==> src/rtl/result_store_writer.sv <==
// result_store_writer
//   Moves one tile of result beats from the compute array into BRAM port A.
//   A store is started with start_store. It takes TILE_SMALL or TILE_LARGE
//   beats, depending on Tiles_Control. Each accepted beat is written one
//   cycle after its handshake. The word offset keeps running from one store
//   to the next until reset_addr_counter clears it while the block is idle.
//
// Ports
//   clk, rst_n            : single clock, asynchronous active-low reset
//   start_store           : one-cycle store request, honoured only in IDLE
//   reset_addr_counter    : clears the running word offset, honoured only in IDLE
//   Buffer_Select[2:0]    : target buffer region, forms the top bits of addra
//   Tiles_Control         : 1 = TILE_SMALL words, 0 = TILE_LARGE words
//   in_valid/in_data      : result beat from the compute array
//   in_ready              : writer accepts a beat this cycle
//   ena/wea/addra/dina    : BRAM port-A write interface (registered)
//   store_done            : pulses together with the final write of a store
//   busy                  : a store is in progress
//
// state  | meaning
// -------+--------------------------------------------------------------
// IDLE   | waiting for start_store; offset may be cleared here
// WRITE  | accepting beats; in_ready=1, remain_q counts beats still owed
// DONE   | final write on port A, store_done=1; lasts one cycle
module result_store_writer #(
   parameter int ADDR_WIDTH = 16,
   parameter int DATA_WIDTH = 256,
   parameter int TILE_SMALL = 32,
   parameter int TILE_LARGE = 512
) (
   input  logic                  clk,
   input  logic                  rst_n,
   input  logic                  start_store,
   input  logic                  reset_addr_counter,
   input  logic [2:0]            Buffer_Select,
   input  logic                  Tiles_Control,
   input  logic                  in_valid,
   input  logic [DATA_WIDTH-1:0] in_data,
   output logic                  in_ready,
   output logic                  ena,
   output logic                  wea,
   output logic [ADDR_WIDTH-1:0] addra,
   output logic [DATA_WIDTH-1:0] dina,
   output logic                  store_done,
   output logic                  busy
);

   localparam int OFF_W = ADDR_WIDTH - 3;
   localparam int CNT_W = $clog2(((TILE_LARGE > TILE_SMALL) ? TILE_LARGE : TILE_SMALL) + 1);

   localparam logic [1:0] S_IDLE  = 2'd0;
   localparam logic [1:0] S_WRITE = 2'd1;
   localparam logic [1:0] S_DONE  = 2'd2;

   logic [1:0]       state_q;
   logic [OFF_W-1:0] offset_q;
   logic [CNT_W-1:0] remain_q;
   logic [2:0]       bsel_q;
   logic             beat;
   logic             last_beat;

   // The tile size is only needed to load the beat counter, so the latched
   // Tiles_Control lives on as remain_q and needs no register of its own.
   assign beat      = (state_q == S_WRITE) && in_valid;
   assign last_beat = beat && (remain_q == CNT_W'(1));

   assign in_ready = (state_q == S_WRITE);
   assign busy     = (state_q != S_IDLE);
   assign ena      = busy;

   always_ff @(posedge clk or negedge rst_n) begin
      if (!rst_n) begin
         state_q    <= S_IDLE;
         offset_q   <= '0;
         remain_q   <= '0;
         bsel_q     <= '0;
         wea        <= 1'b0;
         store_done <= 1'b0;
         addra      <= '0;
         dina       <= '0;
      end else begin
         wea        <= beat;
         store_done <= last_beat;

         if (beat) begin
            addra    <= {bsel_q, offset_q};
            dina     <= in_data;
            offset_q <= offset_q + OFF_W'(1);
            remain_q <= remain_q - CNT_W'(1);
         end

         case (state_q)
            S_IDLE: begin
               // A clear and a start in the same cycle both take effect,
               // so the new store begins at offset 0.
               if (reset_addr_counter) begin
                  offset_q <= '0;
               end
               if (start_store) begin
                  bsel_q   <= Buffer_Select;
                  remain_q <= Tiles_Control ? CNT_W'(TILE_SMALL) : CNT_W'(TILE_LARGE);
                  state_q  <= S_WRITE;
               end
            end
            S_WRITE: begin
               if (last_beat) begin
                  state_q <= S_DONE;
               end
            end
            S_DONE: begin
               state_q <= S_IDLE;
            end
            default: begin
               state_q <= S_IDLE;
            end
         endcase
      end
   end

endmodule

==> config.mk <==
export PLATFORM = sky130hd
export DESIGN_NAME = result_store_writer
export DESIGN_NICKNAME = d
export VERILOG_FILES = /design/src/rtl/result_store_writer.sv
export SDC_FILE = /design/constraint.sdc
export NUM_CORES = 1
export LEC_CHECK = 0
export CORE_AREA = 2 2 213 215
export DETAILED_ROUTE_END_ITERATION = 7
export DIE_AREA = 0 0 215 217
export SYNTH_ARGS = -nofsm -noshare
export SYNTH_HDL_FRONTEND = slang
export SYNTH_SLANG_ARGS = --single-unit
==> constraint.sdc <==
create_clock -name clk -period 3.4 [get_ports clk]
set_input_delay 0.51 -clock clk [delete_from_list [all_inputs] [get_ports clk]]
set_output_delay 0.51 -clock clk [all_outputs]
set_load 0.005 [all_outputs]
; ---- After elaboration in Yosys (flattened, before gate mapping)
; Index checks and enable logic that the tools add are counted.
[totals]
ff_bits = 302
output_inout_bits = 277
[op_classes]
n_addsub = 2
n_eq_ne = 4
muxes = 10
n_reduce_logical = 6
[op_table]
columns = operator, count
row1 = $mux W10, 4
row2 = $mux W13, 3
row3 = $add A13 B1 Y13 const B, 1
row4 = $eq A10 B1 Y1 const B, 1
row5 = $sub A10 B1 Y10 const B, 1
row6 = $mux W2, 2
row7 = $pmux W2 S2, 1
row8 = $reduce_and A2 Y1, 2
row9 = $eq A2 B1 Y1 const B, 1
row10 = $logic_and A1 B1 Y1, 2
row11 = $logic_not A2 Y1, 1
row12 = $ne A2 B1 Y1 const B, 1
row13 = $ne A2 B2 Y1 const B, 1
row14 = $reduce_bool A2 Y1, 1

; ---- Depth between registers and ports, before layout
[depth]
ltp_word = 5
depth_mapped = 7
depth_no_buf = 5

; ---- Worst setup path before layout
; Ideal clock, no wire load.
[synth_timing]
path_type = register -> register
from = reg remain_q[6]
to = reg remain_q[9]
setup_ps = 118
t_arrival_ps = 1424
t_required_ps = 3282
setup_slack_ps = 1858
path_stages_with_launch = 5
path_cell_list = dfrtp_1 or4_4 nor4_4 xor2_1 a21o_1
[synth_between]
elab_chain_cells = 4
[synth_rtl]
columns = element, line
row1 = start: declaration, 57  ; logic [CNT_W-1:0] remain_q;
row2 = start signal: assignment, 89  ; remain_q <= remain_q - CNT_W'(1);
row3 = start signal: assignment, 101  ; remain_q <= Tiles_Control ? CNT_W'(TILE_SMALL) : CNT_W'(TILE_LARGE);
row4 = $sub A10 B1 Y10 *, 89
row5 = $mux W10 *, 85  ; if (beat) begin
row6 = $mux W10, 99  ; if (start_store) begin
row7 = $mux W10 *, 92  ; case (state_q)
; Every way passes the cells marked *; elsewhere a longest branch is shown, timed or not.
; A chain may end at the register's enable or synchronous reset.

; ---- Final worst setup path
[layout_timing]
from = reg state_q[1]
to = out ena
[layout_between]
elab_chain_cells = 1
[layout_rtl]
columns = element, line
row1 = start: declaration, 55  ; logic [1:0] state_q;
row2 = start signal: assignment, 73  ; state_q <= S_IDLE;
row3 = start signal: assignment, 102  ; state_q <= S_WRITE;
row4 = start signal: assignment, 107  ; state_q <= S_DONE;
row5 = $reduce_bool A2 Y1, 68  ; assign busy = (state_q != S_IDLE);
row6 = end: declaration, 40  ; output logic ena,
; No other way between the ends.

==> summary.md <==
| Metric | Value |
|---|---|
| Run status | `finished, final reports clean` |
| Detailed-placement wirelength estimate | `26200 µm` |
| Clock sink count | `around 300` |
| Max cap viols | `0` |
| Iteration count of the initial detailed-routing pass | `5` |
| Final Critical Period | `between 2 and 2.5 ns` |
| Pin count of the biggest net entering global routing | `160` |
| Nets@finish | `about 2100` |
| Cell taking the most area after synthesis | `dfrtp_1` |
| Max IR drop VDD | `0.000380 V` |
| Number of global-route vias before repair | `roughly 10000` |
| Slew at the pin closest to its max-slew limit | `between 0.8 and 0.9 ns` |
| Number of fill cells | `4397` |
| Total die area | `approximately 47000 µm²` |
| Hold bufs inserted after CTS | `0` |
| Minimum setup slack in the final design | `between 1 and 1.5 ns` |
| I/O pin total | `about 540` |
| Clock skew | `approximately 0.011 ns` |
| Core area | `44700 µm²` |
| Type of element capturing the critical path | `output port` |
| Share of layout cells above drive strength 1 | `under 10%` |
| Global-route wire length before repair | `58400 µm` |
| Routed wire length | `approximately 38000 µm` |
| DRC Markers | `0` |
| Top cells by area, synth | `dfrtp_1 65%, nand2_1 27%, buf_2 1.3%, clkbuf_1 0.75%, xor2_1 0.61%` |
| Startpoint of the worst register-to-register path | `state_q[1]` |
| Setup CP Type | `flop to output port` |
| Finished Cell Area | `roughly 19000 µm²` |
| Type of element launching the critical path | `flop` |
| Buffer type at the clock tree root | `clkbuf_16` |
| Number of rows created at floorplan | `78` |
| Instance area at placement | `~18000 µm²` |
| Placement Setup Slack | `approximately 0.9 ns` |
| Setup repair after global routing missed its margin | `false` |
| Final Slew Violations | `0` |
| Routability Congestion | `between 0.8 and 0.9` |
| Clock transition at the registers of the reported paths | `0.06 ns` |
| Net count after synthesis | `around 1600` |
| Top cell types by occurrence after synthesis | `835 x nand2_1, 302 x dfrtp_1, 31 x buf_2, 23 x clkbuf_1, 18 x nor2_1` |
| Slew margin rel. | `44.3%` |
| Worst Path Arrival | `between 1.5 and 2 ns` |
| Share of the clock period used by the worst path after layout | `roughly two thirds` |
| Pwr/cell area | `about 700 nW/µm²` |
| Worst reg2reg path endpoint | `dina[103]` |
| Starting density of the core | `about a quarter` |
| Most common cell in the synthesized netlist | `nand2_1` |
| Global-route total usage across every layer | `about 16%` |
| Post-synthesis instance area | `roughly 12000 µm²` |
| Via Count | `between 10000 and 15000` |
| Count of cells resized by post-cts repair | `0` |
| Count of warnings emitted by yosys | `0` |
| Initial antenna violation count | `1` |
| Grt ovf | `0` |
| Highest clock frequency the design can meet | `roughly 0.43 GHz` |
| FF+latch count, synth | `about 300` |
| Clock tree from TritonCTS | `done` |
| Synthesis-to-layout area growth | `63.2%` |
| DRC marker count from the first detailed-route iteration | `~700` |
| Vias/cell | `roughly 4.2` |
| Number of CTS-inserted buffers | `36` |
| Count of placed standard cells including taps | `2382` |
| EDFF count, synth | `0` |
| Synth top area share | `between 60 and 70%` |
| Logic depth of the worst register-to-register path | `5` |
| Clock latency on the worst-skew pair | `0.53 ns` |
| Maximum root-to-sink buffer count | `3` |
| Final-report setup violation count | `0` |
| Count of input and output buffers | `~540` |
| Post-synthesis instance total | `approximately 1300` |
| Level count of the clock H-tree | `2` |
| Final cell count without fillers | `between 2000 and 2500` |
| Final antenna-violating net count | `0` |
| Leakage power total | `9.11 nW` |
| Mean instance size in the synthesized netlist | `about 9 µm²` |
| Reg2Reg Setup Slack | `around 1.4 ns` |
| Data required time at the worst endpoint | `slightly below 3 ns` |
| Worst min-delay path class | `primary input to asynchronous set/reset pin` |
| Post-CTS setup-driven buffer insertion count | `0` |
| Summed negative setup slack over all endpoints | `0 ns` |
| Top_reg_cell synth | `dfrtp_1` |
| Die Span Y | `~220 µm` |
| Fraction of the yosys area taken by sequential cells | `about 65%` |
| Final routed wire length divided by cell count | `15.3 µm` |
| CP max FO | `4` |
| Share of async-settable or async-resettable flops after synthesis | `between 90% and 100%` |
| Overall die width | `around 220 µm` |
| Count of distinct cell types in the synthesized netlist | `33` |
| Final hold violation count | `0` |
[metal layers]
metal	up-vias	global-route usage, %	wire length [µm]
met5	-	0	0
met4	0	4.28	806
met3	49	6.53	3700
met2	410	26.2	17900
met1	4790	18.6	15100
li1	4984	-	-
[placed cells by master (no fill, tap or decap), types with 2 or more instances in the layout]
cell type	instances
buf_4	8
nand3_1	4
xnor2_1	7
nor3_1	3
xor2_1	8
clkdlybuf4s50_1	540
nand4_1	7
or4_1	2
inv_8	2
o31ai_1	2
inv_6	2
clkbuf_16	37
and2_1	2
ha_1	3
nor4_1	4
nand2_1	835
bufinv_16	4
nand2b_1	3
o21ai_0	4
clkbuf_1	6
and3_1	2
clkbuf_8	11
inv_1	4
buf_12	5
or3_1	2
a21oi_1	6
dfrtp_1	302
nor2_1	18
[sequential cells by signal, indices dropped and copies added, names as in the netlist]
register,flops
addra,16
bsel_q,3
dina,256
offset_q,13
remain_q,10
state_q,2
store_done,1
wea,1
[cell families after synthesis]
family	Yosys count	share of synthesized area, %
buffers and inverters	71	2.68
AOI/OAI and AO/OA	15	0.757
xor gates and xnor gates	15	1.14
and+or+nand+nor	888	29.8
DFF	302	65.3
adders and majority gates	3	0.325
[worst max path at each step]
| stage | startpoint | endpoint | slack (ns) | cells past startpoint |
|---|---|---|---|---|
| 6_report | state_q[1] | ena | 1.08 | 3 |
| 5_1_grt | state_q[1] | ena | 0.91 | 3 |
| 4_1_cts | state_q[1] | ena | 1.01 | 3 |
| 3_5_place_dp | in_valid | dina[103] | 0.91 | 6 |
| 3_3_place_gp | in_valid | dina[100] | 0.95 | 6 |
| 2_1_floorplan | remain_q[6] | remain_q[9] | 1.86 | 4 |
[area by class of cell]
cell class              count  area, µm²  share of cell area (%)
diodes                      1       2.50                  0.0133
clock buffers              54       1100                    5.83
clock inverters             9        163                   0.862
inverters                   5       26.3                   0.139
multi-input cells         921       3700                    19.6
flip-flops and latches    302       7560                    40.0
well taps                 600        751                    3.98
repair buffers            554       5580                    29.6
[worst max-delay path: stages, from the launching register on]
cell	delay, ns
dfrtp_1	0.41
nor2_1	0.20
inv_1	0.10
clkdlybuf4s50_1	0.57
[stage by stage]
step	util [%]	total power [mW]	hold WS [ns]
after floorplan	-	6.75	0.214
after global placement	39.4	9.53	0.453
after detailed placement	39.4	9.60	0.462
after CTS	42.2	13.8	0.0563
after global routing	42.2	14.4	0.0821
final	42.2	13.6	0.0444
[power by group]
group / internal (mW) / switching, mW / total (mW) / leakage, nW
sequential: 4.62 / 0.636 / 5.25 / 3.71
combinational: 2.36 / 1.88 / 4.24 / 4.78
clock: 2.54 / 1.52 / 4.07 / 0.622
total: 9.52 / 4.04 / 13.6 / 9.11
(Power assumes the default switching activity.)
